**src/rtl/res_arb_pkg.sv**
```systemverilog
// ============================================================================
//  Module      : res_arb_pkg
//  Description : Shared types and constants for the res RAM arbiter.
//  Revision    : 1.0 - initial release
// ============================================================================
`default_nettype none

package res_arb_pkg;

  localparam int RES_AW       = 14;
  localparam int RES_DW       = 8;
  localparam int RES_LOCK_MAX = 15;

  typedef enum logic [1:0] {
    OWN_NONE = 2'd0,
    OWN_R0   = 2'd1,
    OWN_R1   = 2'd2
  } owner_t;

endpackage

`default_nettype wire

```
**src/rtl/res_arb_lock_timer.sv**
```systemverilog
// ============================================================================
//  Module      : res_arb_lock_timer
//  Description : Idle counter that pulses o_release when a locked owner has
//                stayed silent for LOCK_MAX cycles (RES_ARB_LOCK_TIMEOUT_EN).
//  Revision    : 1.0 - initial release
// ============================================================================
`default_nettype none

module res_arb_lock_timer
  import res_arb_pkg::*;
#(
  parameter int LOCK_MAX = RES_LOCK_MAX
) (
  input  logic clk,
  input  logic reset,
  input  logic i_active,
  input  logic i_req,
  output logic o_release
);

  localparam int CW = (LOCK_MAX < 2) ? 1 : $clog2(LOCK_MAX);
  localparam logic [CW-1:0] c_cnt_last = CW'(LOCK_MAX - 1);

  logic [CW-1:0] r_cnt;
  logic          w_idle;

  assign w_idle    = i_active && !i_req;
  // Fire on the edge where the count would reach LOCK_MAX.
  assign o_release = w_idle && (r_cnt == c_cnt_last);

  always_ff @(posedge clk or posedge reset) begin
    if (reset) begin
      r_cnt <= '0;
    end else if (!w_idle || o_release) begin
      r_cnt <= '0;
    end else begin
      r_cnt <= r_cnt + CW'(1);
    end
  end

endmodule

`default_nettype wire

```
**src/rtl/res_arb.sv**
```systemverilog
// ============================================================================
//  Module      : res_arb
//  Description : Two-requester round-robin/lock arbiter for the single-port
//                res RAM, with tagged read returns.
//                Optional macro: RES_ARB_LOCK_TIMEOUT_EN (idle-lock release).
//  Revision    : 1.0 - initial release
// ============================================================================
`default_nettype none

module res_arb
  import res_arb_pkg::*;
#(
  parameter int AW       = RES_AW,
  parameter int DW       = RES_DW,
  parameter int LOCK_MAX = RES_LOCK_MAX
) (
  input  logic          clk,
  input  logic          reset,
  input  logic          req0,
  input  logic          req1,
  input  logic          wr0,
  input  logic          wr1,
  input  logic          lock0,
  input  logic          lock1,
  input  logic [AW-1:0] addr0,
  input  logic [AW-1:0] addr1,
  input  logic [DW-1:0] wdata0,
  input  logic [DW-1:0] wdata1,
  output logic          gnt0,
  output logic          gnt1,
  output logic          rvalid0,
  output logic          rvalid1,
  output logic [DW-1:0] rdata,
  output logic          res_wr,
  output logic          res_rd,
  output logic [AW-1:0] res_addr,
  output logic [DW-1:0] res_do,
  input  logic [DW-1:0] res_di
);

  owner_t        r_owner;
  owner_t        w_owner_nxt;
  logic          r_last;
  logic          w_last_nxt;
  logic          w_gnt0;
  logic          w_gnt1;
  logic          w_lock_rel;

  logic          w_acc;
  logic          w_cmd_wr;
  logic [AW-1:0] w_cmd_addr;
  logic [DW-1:0] w_cmd_data;

  logic          r_res_wr;
  logic          r_res_rd;
  logic [AW-1:0] r_res_addr;
  logic [DW-1:0] r_res_do;
  logic          r_s1_vld;
  logic          r_s1_tag;
  logic          r_s2_vld;
  logic          r_s2_tag;

`ifdef RES_ARB_LOCK_TIMEOUT_EN
  logic w_lock_active;
  logic w_owner_req;

  assign w_lock_active = (r_owner != OWN_NONE);
  assign w_owner_req   = (r_owner == OWN_R0) ? req0 : req1;

  res_arb_lock_timer #(
    .LOCK_MAX (LOCK_MAX)
  ) u_lock_timer (
    .clk       (clk),
    .reset     (reset),
    .i_active  (w_lock_active),
    .i_req     (w_owner_req),
    .o_release (w_lock_rel)
  );
`else
  // Without the timer a lock only ends on a lock=0 command; LOCK_MAX is inert.
  assign w_lock_rel = (LOCK_MAX < 0);
`endif

  // Owner / last-winner state register.
  always_ff @(posedge clk or posedge reset) begin
    if (reset) begin
      r_owner <= OWN_NONE;
      r_last  <= 1'b1;
    end else begin
      r_owner <= w_owner_nxt;
      r_last  <= w_last_nxt;
    end
  end

  always_comb begin
    w_gnt0      = 1'b0;
    w_gnt1      = 1'b0;
    w_owner_nxt = r_owner;
    w_last_nxt  = r_last;

    if (!reset) begin
      case (r_owner)
        OWN_R0:  w_gnt0 = req0;
        OWN_R1:  w_gnt1 = req1;
        default: begin
          if (req0 && req1) begin
            w_gnt0 = r_last;
            w_gnt1 = !r_last;
          end else begin
            w_gnt0 = req0;
            w_gnt1 = req1;
          end
        end
      endcase
    end

    if (w_gnt0) begin
      w_last_nxt  = 1'b0;
      w_owner_nxt = lock0 ? OWN_R0 : OWN_NONE;
    end else if (w_gnt1) begin
      w_last_nxt  = 1'b1;
      w_owner_nxt = lock1 ? OWN_R1 : OWN_NONE;
    end else if (w_lock_rel) begin
      w_owner_nxt = OWN_NONE;
    end
  end

  assign gnt0       = w_gnt0;
  assign gnt1       = w_gnt1;
  assign w_acc      = w_gnt0 || w_gnt1;
  assign w_cmd_wr   = w_gnt1 ? wr1    : wr0;
  assign w_cmd_addr = w_gnt1 ? addr1  : addr0;
  assign w_cmd_data = w_gnt1 ? wdata1 : wdata0;

  // RAM command register and two-stage read-tag pipeline.
  always_ff @(posedge clk or posedge reset) begin
    if (reset) begin
      r_res_wr   <= 1'b0;
      r_res_rd   <= 1'b0;
      r_res_addr <= '0;
      r_res_do   <= '0;
      r_s1_vld   <= 1'b0;
      r_s1_tag   <= 1'b0;
      r_s2_vld   <= 1'b0;
      r_s2_tag   <= 1'b0;
    end else begin
      r_res_wr <= w_acc && w_cmd_wr;
      r_res_rd <= w_acc && !w_cmd_wr;
      if (w_acc) begin
        r_res_addr <= w_cmd_addr;
        r_res_do   <= w_cmd_data;
      end
      r_s1_vld <= w_acc && !w_cmd_wr;
      r_s1_tag <= w_gnt1;
      r_s2_vld <= r_s1_vld;
      r_s2_tag <= r_s1_tag;
    end
  end

  assign res_wr   = r_res_wr;
  assign res_rd   = r_res_rd;
  assign res_addr = r_res_addr;
  assign res_do   = r_res_do;
  assign rvalid0  = r_s2_vld && !r_s2_tag;
  assign rvalid1  = r_s2_vld && r_s2_tag;
  // RAM data arrives in the same cycle the tag leaves stage 2.
  assign rdata    = r_s2_vld ? res_di : '0;

endmodule

`default_nettype wire

```
**config.mk**
```make
export PLATFORM = sky130hd
export DESIGN_NAME = res_arb
export DESIGN_NICKNAME = d
export VERILOG_FILES = /design/src/rtl/res_arb_pkg.sv /design/src/rtl/res_arb_lock_timer.sv /design/src/rtl/res_arb.sv
export SDC_FILE = /design/constraint.sdc
export NUM_CORES = 1
export LEC_CHECK = 0
export CAP_MARGIN = 40
export CORE_ASPECT_RATIO = 0.6
export CORE_MARGIN = 5
export CORE_UTILIZATION = 35
export DETAILED_ROUTE_END_ITERATION = 12
export GPL_ROUTABILITY_DRIVEN = 1
export HOLD_SLACK_MARGIN = 0.1
export MAX_ROUTING_LAYER = met4
export PLACE_DENSITY_LB_ADDON = 0.1
export SLEW_MARGIN = 20
export SYNTH_ARGS = -nofsm -noshare
export SYNTH_HDL_FRONTEND = slang
export SYNTH_HIERARCHICAL = 1
export SYNTH_SLANG_ARGS = --single-unit
```
**constraint.sdc**
```tcl
create_clock -name clk -period 1.86 [get_ports clk]
set_input_delay 0.372 -clock clk [delete_from_list [all_inputs] [get_ports clk]]
set_output_delay 0.372 -clock clk [all_outputs]
set_load 0.02 [all_outputs]
```
Word level (Yosys, flattened, before mapping). Cells that the tools add are included.

Div/mod/pow operators: 0. Add/sub/neg operators: 0. Multiplexer cells: 16. Reduce and logical (&&, ||, !) cells: 10. Shift operators: 0. Equal/unequal tests: 2. Bitwise gates (word level): 0. Multiply operators: 0. Order comparisons: 0.

Operators with widths (count): 8-bit two-way mux (2); 14-bit two-way mux (1); 1-bit two-way mux (8); 2-bit two-way mux (3); 1-bit logical AND (5); 1-bit one-hot mux with 2 select lines (2); 1-bit logical NOT (3); 2-bit by 1-bit == test with 1-bit output, second input constant (1); 2-bit == test, second input constant (1); 2-bit nonzero test (1); 1-bit logical OR (1).

ROM bits: 0. Word-level logic and storage cells: 37. Bits of input ports: 60. Bits in latches: 0. RAM bits: 0. Memories: 0. Register bits: 30.

Logic depth before layout (Yosys ltp). Gate-level depths: netlist of run 1.

Depth after elaboration: 7. Mapped depth: 7.

Worst setup path before layout of run 1. OpenSTA, ideal clock, no wires.

Path kind: flip-flop to output port. From: reg r_owner[0]. To: out gnt0. Cell stages (with the launch flop): 7. Path slack: 0.224 ns. Buffers on the path: 1. Data arrival time: 1.264 ns. Cell sequence: dfrtp_1 > inv_1 > ha_1 > or2_1 > buf_4 > nand3_2 > inv_2.

Word-level cells in the longest chain between the ends: 3. Elaborated cells between the ends (all ways): 4. Classes of those cells: eq/ne (2); mux (2).

RTL lines: start, declared (RTL line res_arb.sv:41) `owner_t r_owner;`; start signal, assigned (RTL line res_arb.sv:90) `r_owner <= w_owner_nxt;`; 2-bit == test / 2-bit by 1-bit == test with 1-bit output (equally long branches) (RTL line res_arb.sv:102) `case (r_owner)`; 1-bit one-hot mux with 2 select lines * (RTL line res_arb.sv:102); 1-bit two-way mux * (RTL line res_arb.sv:101) `if (!reset) begin`; end, declared (RTL line res_arb.sv:29) `output logic gnt0,`.

Mark *: on every way between the ends. The rest lies on a longest branch, timed or not.

Worst setup path in the final report of run 1.
From: reg r_owner[0]. To: out gnt1.

Word-level cells in the longest chain between the ends: 3. Elaborated cells between the ends (all ways): 4. Classes of those cells: eq/ne (2); mux (2).

RTL lines: 2-bit == test / 2-bit by 1-bit == test with 1-bit output (equally long branches) (RTL line res_arb.sv:102); 1-bit one-hot mux with 2 select lines * (RTL line res_arb.sv:102); 1-bit two-way mux * (RTL line res_arb.sv:101); end, declared (RTL line res_arb.sv:30) `output logic gnt1,`.

Marked as above.

==> flow_summary.toml, run 1 <==
[timing]
setup_viol = 0
hold_viol_final = 0
rsz0062_at_grt = "yes"
fmax_mhz = 543.3
min_period_ps = 1841
finClkSkew_ps = 5.889
slew_viol_final = 0
slew_headroom_pct = 73.88
hold_ws_ps = 345.6
worstMarginPinSlew_ps = 391.9
finalCritPeriodShare_pct = 98.97
setup_ws_ps = 19.24

[power]
cellPowerDensity_nw_per_um2 = 1662
leakage_nw = 1.223
vdd_ir_drop_max_mv = 0.8775

[yosys]
ys_seq_area_share_pct = 42.47
synth.most_common_cell = "dfrtp_1"
synth_edf_count = 0
synth_ff_type = "dfrtp_1"
yosys.area.top_type = "dfrtp_1"
synth_warnings = 6
syn_inst = 185
synth_cell_types = 28
syn_avg_cell_area_sq_um = 9.570
ys_ff_latch = 30
synthesis.nets = 247
ys_async_sr_fraction_pct = 100.0
syn_area_sq_um = 1770
netlist.area_leader.share_pct = 40.99
synthTopCellsByArea = "dfrtp_1 (41%), o31ai_1 (10%), nand4_1 (8.8%), nor4_1 (8.1%), a31oi_1 (7.8%)"
synth_common_cells = "dfrtp_1 (29), nand4_1 (25), o31ai_1 (24)"

[grt]
gr-total-overflow = 0
track_usage_pct = 19.30
grt_start_max_net_pins = 31
grt_pass1_wl_microns = 9763
antenna_found_initial = 0
first_global_vias = 1866

[die]
die_x_microns = 101.8
fp-row-count = 20
io_pins = 96
core_region_area_sq_um = 4980
die_h_microns = 65.09
dieArea_sq_um = 6627
start_util_pct = 35.55

[drt]
num_vias = 1953
drtPass1Iterations = 4
via_per_inst = 5.471
drc = 0
drtIter0Drc = 185
final_antenna_net_count = 0
routed_wl_microns = 6268
routedWlPerCell_microns = 17.56

[final_layout]
area_growth_pct = 71.38
layout-drive-gt1-share_pct = 17.53
final.fill_count = 436
num_antenna_cells = 0
fin_nets = 352
final_core_util_pct = 60.93

[clocking]
ctsHtreeMaxLevel = 2
clockBufferDepth = 2
post_cts_buffers = 0
clk_latency_ps = 280
cts_inserted_buffers = 5
cts_tree = "built"
clk_pin_slew_worst_paths_ps = 70
root_buffer = "clkbuf_8"
cts_sinks = 30
hold_buffers = 0

[worst_setup_path]
worstPathRequired_ps = 1490
start_kind = "flop"
endpoint_kind = "output pin"
setup.worst_path.start = "r_owner[0]"
worstPathArrival_ps = 1470
path_max_fanout = 7
r2r-start = "r_owner[0]"
critical_path_class = "flop to output pin"

[placed_design]
pre_cts_slack_ps = -366.2
port_buffers = 95
routabilityCongestion = 0.8037
post-dp-hpwl_microns = 4288

[run_status]
outcome = "completed"

[hold_path]
hp-class = "flop to flop"
min_from = "r_s1_tag"

[flow_run]
cap_violations = 0
-- worst max-delay path, cell delays in order, from the launching register on --
cell and delay (ps):
dfrtp_1 390, inv_2 80, ha_4 220, or2_4 250, nand3_4 80, inv_2 40, buf_6 120
-- placed cells by master, fill, tap and decap left out, drive strengths merged --
cell	netlist	final
nand3	3	3
nor2b	2	2
and2b	1	1
dlymetal6s2s	0	1
and3b	1	1
nor4	23	23
nand3b	1	1
inv	6	6
clkbuf	1	7
o31ai	25	25
clkdlybuf4s50	0	83
or2	2	2
dfstp	1	1
a31oi	22	22
dfrtp	29	29
nand4	25	25
buf	23	29
and3	1	1
and2	9	9
clkinv	0	1
a21oi	2	2
nand2b	2	2
a31o	1	1
nor2	3	3
dlygate4sd2	0	9
ha	2	2
-- final timing paths --
kind                             endpoint  slack (ps)  depth (start not counted)
worst max-delay path                 gnt1          20                          6
worst min-delay path             r_s2_tag         350                          0
worst max register to register  res_do[7]         220                          7
worst min register to register   r_s2_tag         350                          0
max in group asynchronous          r_last         880                          4
min in group asynchronous       res_do[6]         660                          4
-- report_power, final --
group	internal (mW)	switching [mW]	leakage, nW
Combinational	1.49	1.82	0.818
Clock	0.298	0.257	0.0482
Sequential	0.982	0.194	0.357
-- cell type report --
class / instances / area, sq um / area share, %
clock buffer: 7 / 86.33 / 2.845
clock inverter: 1 / 5.005 / 0.1649
inverter: 6 / 22.52 / 0.7423
multi-input combinational: 125 / 887.1 / 29.24
sequential: 30 / 753.2 / 24.82
tap: 66 / 82.58 / 2.722
timing repair buffer: 122 / 1197 / 39.46
-- timing repair --
action	CTS	global route
hold endpoints to repair	0	0
pin swaps	2	1
resized for setup	23	7
endpoints found under the setup margin	12	3
-- through the flow --
stage,power (mW),std cells,area (sq um),TNS (ps)
floorplan,3.003,185,1770,0
global placement,4.377,349,2905,-1019
detailed placement,4.375,349,2905,-1197
CTS,4.977,357,2997,-9.317
global route,5.342,357,3034,-70.85
finish,5.044,357,3034,0
-- logic make-up (layout without fill, tap and decap cells) --
logic type | after synthesis | after routing | synth area share, %
buffers and inverters | 30 | 136 | 10.25
AO/OA/AOI/OAI | 50 | 50 | 19.72
adder cells (fa/ha/maj) | 2 | 2 | 1.413
AND/OR/NAND/NOR | 73 | 73 | 26.15
flip-flops | 30 | 30 | 42.47
-- flip-flops by register name (all words and copies together) (netlist names) --
register and flops:
r_last 1, r_owner 2, r_s1_tag 1, r_s1_vld 1, r_s2_tag 1, r_s2_vld 1, res_addr 14, res_do 8
res_wr 1
-- per-layer routing --
layer / track usage [%] / share of wire (%) / vias up
met3: 4.560 / 8.7 / 5
met5: - / 0 / -
met1: 28.14 / 46 / 925
met4: 5.074 / 0.75 / 0
li1: - / - / 942
met2: 26.87 / 45 / 81
(Power assumes the default switching activity.)
==> inputs of run 2 (changes only) <==
Settings changed: HOLD_SLACK_MARGIN 0.1 to 0.12, SLEW_MARGIN 20 to 40.
==> results of run 2 <==
Same layout as run 1: the final DEF is identical, and so are final timing and power.
